[config.mk]
export PLATFORM = sky130hd
export DESIGN_NAME = rf_wb_arbiter
export DESIGN_NICKNAME = d
export VERILOG_FILES = /design/src/rtl/rf_pkg.sv /design/src/rtl/rf_rr_arb2.sv /design/src/rtl/rf_wb_arbiter.sv
export SDC_FILE = /design/constraint.sdc
export NUM_CORES = 1
export LEC_CHECK = 0
export BUFFER_PORTS_ARGS = -buffer_cell sky130_fd_sc_hd__buf_2
export CORE_UTILIZATION = 40
export DETAILED_ROUTE_END_ITERATION = 16
export GPL_TIMING_DRIVEN = 0
export PLACE_DENSITY_LB_ADDON = 0.3
export SLEW_MARGIN = 20
export SYNTH_ARGS = -nofsm -noshare
export SYNTH_HDL_FRONTEND = slang
export SYNTH_SLANG_ARGS = --single-unit
export TNS_END_PERCENT = 100
[constraint.sdc]
create_clock -name clk -period 2.47 [get_ports clk]
set_clock_uncertainty 0.1 [all_clocks]
set_input_delay 0.3705 -clock clk [delete_from_list [all_inputs] [get_ports clk]]
set_output_delay 0.3705 -clock clk [all_outputs]
set_load 0.01 [all_outputs]
[src/rtl/rf_pkg.sv]
// Shared types and sizes for the register-file write-back path.
// Write-port bundle, write-back source encoding, register counts.
package rf_pkg;
  localparam int A_WIDTH = 5;
  localparam int D_WIDTH = 32;
  localparam int NREG    = 32;

  typedef enum logic {
    WB_SRC_ALU,
    WB_SRC_LSU
  } wb_src_e;

  typedef struct packed {
    logic               we;
    logic [A_WIDTH-1:0] waddr;
    logic [D_WIDTH-1:0] wd;
  } wb_port_t;
endpackage

[src/rtl/rf_rr_arb2.sv]
// Two-request round-robin arbiter with a last-grant flop.
// Ports: clk, rst, req_alu/req_lsu in; rdy_*, gnt_* out.
module rf_rr_arb2
  import rf_pkg::*;
(
  input  logic clk,
  input  logic rst,
  input  logic req_alu,
  input  logic req_lsu,
  output logic rdy_alu,
  output logic rdy_lsu,
  output logic gnt_alu,
  output logic gnt_lsu
);

  wb_src_e last;

  assign rdy_alu = !req_lsu || (last == WB_SRC_LSU);
  assign rdy_lsu = !req_alu || (last == WB_SRC_ALU);
  assign gnt_alu = req_alu && rdy_alu;
  assign gnt_lsu = req_lsu && rdy_lsu;

  always_ff @(posedge clk) begin
    if (rst) begin
      last <= WB_SRC_LSU;
    end else begin
      unique case (1'b1)
        gnt_alu: last <= WB_SRC_ALU;
        gnt_lsu: last <= WB_SRC_LSU;
        default: ;
      endcase
    end
  end

endmodule

[src/rtl/rf_wb_arbiter.sv]
// Write-back arbiter, registered RF write port, pending-write map.
// Ports: alu_*/lsu_* requests, issue_*, rf_* write port, busy.
// Option: RF_WB_SCOREBOARD_EN builds the busy scoreboard.
module rf_wb_arbiter
  import rf_pkg::*;
(
  input  logic               clk,
  input  logic               rst,
  input  logic               alu_vld,
  output logic               alu_rdy,
  input  logic [A_WIDTH-1:0] alu_rd,
  input  logic [D_WIDTH-1:0] alu_wd,
  input  logic               lsu_vld,
  output logic               lsu_rdy,
  input  logic [A_WIDTH-1:0] lsu_rd,
  input  logic [D_WIDTH-1:0] lsu_wd,
  input  logic               issue_vld,
  input  logic [A_WIDTH-1:0] issue_rd,
  output logic               rf_we,
  output logic [A_WIDTH-1:0] rf_waddr,
  output logic [D_WIDTH-1:0] rf_wd,
  output logic [NREG-1:0]    busy
);

  logic               gnt_alu;
  logic               gnt_lsu;
  logic               acc;
  logic [A_WIDTH-1:0] sel_rd;
  logic [D_WIDTH-1:0] sel_wd;
  logic               do_wr;
  wb_port_t           wp_q;

  rf_rr_arb2 u_arb (
    .clk     (clk),
    .rst     (rst),
    .req_alu (alu_vld),
    .req_lsu (lsu_vld),
    .rdy_alu (alu_rdy),
    .rdy_lsu (lsu_rdy),
    .gnt_alu (gnt_alu),
    .gnt_lsu (gnt_lsu)
  );

  assign acc = gnt_alu || gnt_lsu;

  always_comb begin
    sel_rd = alu_rd;
    sel_wd = alu_wd;
    if (gnt_lsu) begin
      sel_rd = lsu_rd;
      sel_wd = lsu_wd;
    end
  end

  // x0 writes complete the handshake but never reach the RF.
  assign do_wr = acc && (sel_rd != '0);

  always_ff @(posedge clk) begin
    if (rst) begin
      wp_q <= '0;
    end else begin
      wp_q.we <= do_wr;
      if (do_wr) begin
        wp_q.waddr <= sel_rd;
        wp_q.wd    <= sel_wd;
      end
    end
  end

  assign rf_we    = wp_q.we;
  assign rf_waddr = wp_q.waddr;
  assign rf_wd    = wp_q.wd;

`ifdef RF_WB_SCOREBOARD_EN
  logic [NREG-1:0] busy_q;
  logic [NREG-1:0] set_m;
  logic [NREG-1:0] clr_m;

  always_comb begin
    set_m = '0;
    clr_m = '0;
    if (issue_vld && (issue_rd != '0)) begin
      set_m[issue_rd] = 1'b1;
    end
    if (wp_q.we) begin
      clr_m[wp_q.waddr] = 1'b1;
    end
  end

  // Set is applied after clear so a same-cycle reissue wins.
  always_ff @(posedge clk) begin
    if (rst) begin
      busy_q <= '0;
    end else begin
      busy_q <= (busy_q & ~clr_m) | set_m;
    end
  end

  assign busy = busy_q;
`else
  logic unused_issue;
  assign unused_issue = ^{issue_vld, issue_rd};
  assign busy = '0;
`endif

endmodule

== Yosys cells after proc, flatten, opt, wreduce, memory -nomap -nowiden ==
Cells that the tools add are included.

* Register bits after elaboration: 39
* Output and inout bits: 72

* Reduce and logical (&&, ||, !) cells: 10
* Mux-type cells: 3
* Bitwise logic cells: 1

{| class="wikitable"
|+ Operators with widths
! operator !! count
|-
| two-way mux 32 bit || 1
|-
| two-way mux 5 bit || 1
|-
| nonzero test 5 bit || 1
|-
| logical AND 1 bit || 3
|-
| logical OR 1 bit || 3
|-
| logical NOT 1 bit || 2
|-
| case mux 1 bit (2 select lines) || 1
|-
| nonzero test 2 bit || 1
|-
| inverter 1 bit || 1
|}

== Logic depth before layout (Yosys ltp) ==
* Depth after elaboration: 6
* Gate-level depth with buffers: 7

== Cells and area by module ==
Synthesis repeated with hierarchy kept, for this count alone.

* Cell total of the unflattened synthesis: 287
* Area total of the unflattened synthesis: 2143.3 µm²

{| class="wikitable"
|+ Modules (own cells, without submodules)
! module !! instances !! cells an instance !! seq. area each (µm²) !! area each (µm²)
|-
| rf_wb_arbiter || 1 || 280 || 760.7 || 2087.0
|-
| rf_rr_arb2 || 1 || 7 || 20.0 || 56.3
|}

== Worst setup path after synthesis ==
No wires, ideal clock.

* Kind: input to register
* Start: in alu_rd[3]
* End: reg wp_q, in the netlist rf_wd[10]
* Arrival time: 1698 ps
* Buffers on the path: 3
* Setup time: 81 ps
* Stages on the path: 7
* Slack: 591 ps
* Cell sequence: nor3_1 or4b_1 buf_2 and2_1 buf_6 buf_6 a211oi_2

* Longest elaborated chain between the ends: 3

{| class="wikitable"
|+ Ends and longest elaborated chain
! item !! line !! RTL
|-
| start, declared || rf_wb_arbiter.sv:11 || <nowiki>input logic [A_WIDTH-1:0] alu_rd,</nowiki>
|-
| two-way mux 5 bit || rf_wb_arbiter.sv:49 || <nowiki>if (gnt_lsu) begin</nowiki>
|-
| nonzero test 5 bit || rf_wb_arbiter.sv:56 || <nowiki>assign do_wr = acc && (sel_rd != '0);</nowiki>
|-
| logical AND 1 bit || rf_wb_arbiter.sv:56 ||
|-
| end, declared || rf_wb_arbiter.sv:31 || <nowiki>wb_port_t wp_q;</nowiki>
|}

Every way passes these cells.
A chain may end at the register's enable or synchronous reset.

== Worst setup path in the final report ==
* Start: reg u_arb.last
* End: reg wp_q, in the netlist rf_wd[25]

* Longest elaborated chain between the ends: 6

{| class="wikitable"
|+ Ends and longest elaborated chain
! item !! line !! RTL
|-
| start, declared || rf_rr_arb2.sv:16 || <nowiki>wb_src_e last;</nowiki>
|-
| start signal, assigned || rf_rr_arb2.sv:25 || <nowiki>last <= WB_SRC_LSU;</nowiki>
|-
| start signal, assigned || rf_rr_arb2.sv:28 || <nowiki>gnt_alu: last <= WB_SRC_ALU;</nowiki>
|-
| start signal, assigned || rf_rr_arb2.sv:29 || <nowiki>gnt_lsu: last <= WB_SRC_LSU;</nowiki>
|-
| inverter 1 bit || rf_rr_arb2.sv:19 || <nowiki>assign rdy_lsu = !req_alu || (last == WB_SRC_ALU);</nowiki>
|-
| logical OR 1 bit || rf_rr_arb2.sv:19 ||
|-
| logical AND 1 bit || rf_rr_arb2.sv:21 || <nowiki>assign gnt_lsu = req_lsu && rdy_lsu;</nowiki>
|-
| two-way mux 5 bit || rf_wb_arbiter.sv:49 ||
|-
| nonzero test 5 bit || rf_wb_arbiter.sv:56 ||
|-
| logical AND 1 bit || rf_wb_arbiter.sv:56 ||
|}

Several ways; a longest one is shown, not always the timed one.

==> results.py <==
metrics = {
    "pwr": {
        "power_uw": 1630,
        "combPwrFrac_pct": 27.1,
        "p_int_uw": 1160,
        "powerDensity_nw_per_um2": 517,
        "p_sw_share_pct": 29.1,
        "power_frac_seq_pct": 43.7,
        "leakage_uw": 0.00156,
        "clkPwrFrac_pct": 29.2,
        "p_switching_uw": 474,
        "peakVddDrop_mv": 0.278,
    },
    "clock_tree": {
        "numCtsBuffers": 5,
        "postCtsResizedCells": 0,
        "cts_hold_buf": 0,
        "cts_root_buf": "clkbuf_8",
        "h-tree-depth": 2,
        "clock_latency_ns": 0.29,
        "cts_tree": "built",
        "clk_path_buf_depth": 2,
        "postCtsSetupRepairBufs": 0,
        "cts.sinks": 39,
        "clkTransAtPathRegs_ns": 0.08,
    },
    "critical_path": {
        "cp-startpoint": "u_arb.last$_SDFFE_PP1P_",
        "end_kind": "flip-flop",
        "setup.worst_path.class": "flip-flop to flip-flop",
        "path_max_fanout": 10,
        "cp_data_required_time_ns": 2.51,
        "cp-start-kind": "flip-flop",
        "rr_startpoint": "u_arb.last$_SDFFE_PP1P_",
        "worstPathArrival_ns": 2.00,
    },
    "grt": {
        "grt_pass1_vias": 2020,
        "grt_max_degree": 13,
        "grtUsageTotal_pct": 18.4,
        "overflow": 0,
        "antenna_found_initial": 0,
        "grt_pass1_wl_um": 8870,
    },
    "floorplanning": {
        "die_w_um": 77.2,
        "dieArea_um2": 5960,
        "io_pins": 156,
        "die_h_um": 77.2,
        "core-area_um2": 5470,
        "num_rows": 27,
        "start_util_pct": 41.4,
    },
    "logic_synthesis": {
        "yosysMostFrequentCell": "dfxtp_1",
        "synth_edf_count": 0,
        "yosys-top-cells-area": "dfxtp_1 (34%), mux2i_1 (17%), a211oi_2 (16%), buf_4 (11%), a21oi_1 (7.1%)",
        "async_flop_share_pct": 0,
        "seq_area_frac_synth_pct": 34.5,
        "ys_warn_count": 0,
        "ys.flop_type": "dfxtp_1",
        "synthCells": 227,
        "synthTopCellsByCount": "dfxtp_1 (39), mux2i_1 (38), a21oi_1 (32), buf_4 (32), a211oi_2 (29)",
        "avgSynthCellArea_um2": 9.97,
        "synth.distinct_cells": 25,
        "synth_top_cell_area_share_pct": 34.5,
        "syn_area_um2": 2260,
        "yosys.area.top_type": "dfxtp_1",
        "ys_seq_elements": 39,
    },
    "final_layout": {
        "drive_gt1_share_pct": 52.0,
        "fin_nets": 466,
        "syn_to_final_growth_pct": 39.6,
        "instances_no_fill": 455,
        "final_util_pct": 57.7,
        "antenna_cells": 0,
    },
    "sta": {
        "setup_tns_ns": 0,
        "post-route-min-period_ns": 1.96,
        "period_share_pct": 79.4,
        "rsz0062_at_grt": "false",
        "slew_violations": 0,
        "tightest_slew_ns": 0.715,
        "fmax_ghz": 0.510,
        "hold_viol_final": 0,
        "whs_ns": 0.264,
        "relSlewSlack_pct": 52.4,
        "setup_violations": 0,
    },
    "status": {
        "outcome": "complete, but fails checks",
        "violations": "design-rule violations",
    },
    "route": {
        "drc": 2,
        "drtIter0Drc": 59,
        "wl_um": 5380,
        "viasPerCell": 4.68,
        "post_drt_wl_per_cell_um": 11.8,
        "ant_nets": 0,
        "firstDrtPassIters": 10,
        "num_vias": 2128,
    },
    "placement": {
        "dp.cells": 447,
        "portBuffers": 117,
        "routabilityCongestion": 0.791,
        "hpwl_um": 4110,
    },
    "min_path": {
        "hp-class": "primary input to flip-flop",
        "worstHoldStart": "lsu_vld",
    },
    "run": {
        "drv_cap": 0,
    },
}
==> critical path: stages (launching register included) <==
cell and delay, ns:
dfxtp_1 0.39, a21boi_2 0.11, or4b_1 0.47, buf_2 0.18
clkbuf_1 0.24, a21oi_1 0.26, a211oi_2 0.07
==> power by group through the flow <==
stage               sequential [uW]  combinational, uW  clock (uW)
CTS                             714                446         497
finish                          713                442         476
detailed placement              727                445           0
floorplan                       754                260           0
global placement                726                437           0
global route                    721                482         521
==> worst paths after layout <==
check                                  end  slack [ns]  cells after the start
setup / recovery    rf_wd[25]$_SDFFE_PP0P_        0.51                      6
setup reg to reg    rf_wd[25]$_SDFFE_PP0P_        0.51                      6
hold reg to reg   rf_waddr[0]$_SDFFE_PP0P_        0.37                      2
hold / removal     u_arb.last$_SDFFE_PP1P_        0.26                      3
==> final cells by class <==
cell class	instances	area (um2)
fillers	506	2310
multi-input cells	165	1240
flip-flops and latches	39	781
repair buffers	117	586
plain buffers	51	348
clock buffers	7	96.3
well taps	72	90.1
inverters	3	11.3
clock inverters	1	7.51
==> routing by layer <==
metal,part of all wire (%),track usage [%],vias to the layer above
met5,0,0,-
met1,43,21.2,945
met3,7.8,5.36,6
li1,-,-,1079
met2,49,32.3,98
met4,0.98,5.85,0
==> state kept, by name (all words and copies together) (netlist names) <==
| register | count |
|---|---|
| rf_wd | 32 |
| rf_waddr | 5 |
| rf_we | 1 |
| u_arb.last | 1 |
==> placed cells by master (no fill, tap or decap), types with 2 or more instances in the layout <==
master / n
clkbuf_8: 7
buf_4: 32
inv_1: 3
buf_6: 4
conb_1: 32
dfxtp_1: 39
nor2_1: 6
nand2_1: 3
a211oi_2: 29
a21oi_1: 32
clkbuf_1: 10
nor3_1: 4
o32ai_1: 3
a211oi_1: 5
a31o_2: 2
mux2i_1: 38
buf_2: 122
a31oi_1: 3
==> kinds of logic (layout without fill, tap and decap cells) <==
kind of cell           count (synthesis)  in the layout  share of synthesized area [%]
other                                  1             32                          0.166
buffers and inverters                 54            179                           15.9
muxes                                 39             39                           17.3
and+or+nand+nor                       18             18                           3.93
AOI/OAI and AO/OA                     76             76                           28.2
DFF                                   39             39                           34.5
==> per-stage QoR <==
step | setup WS (ns) | area (um2)
final | 0.508 | 3160
after global routing | 0.350 | 3160
after detailed placement | 0.323 | 3060
after global placement | 0.361 | 3060
after CTS | 0.510 | 3160
after floorplan | 0.591 | 2380
(Power assumes the default switching activity.)
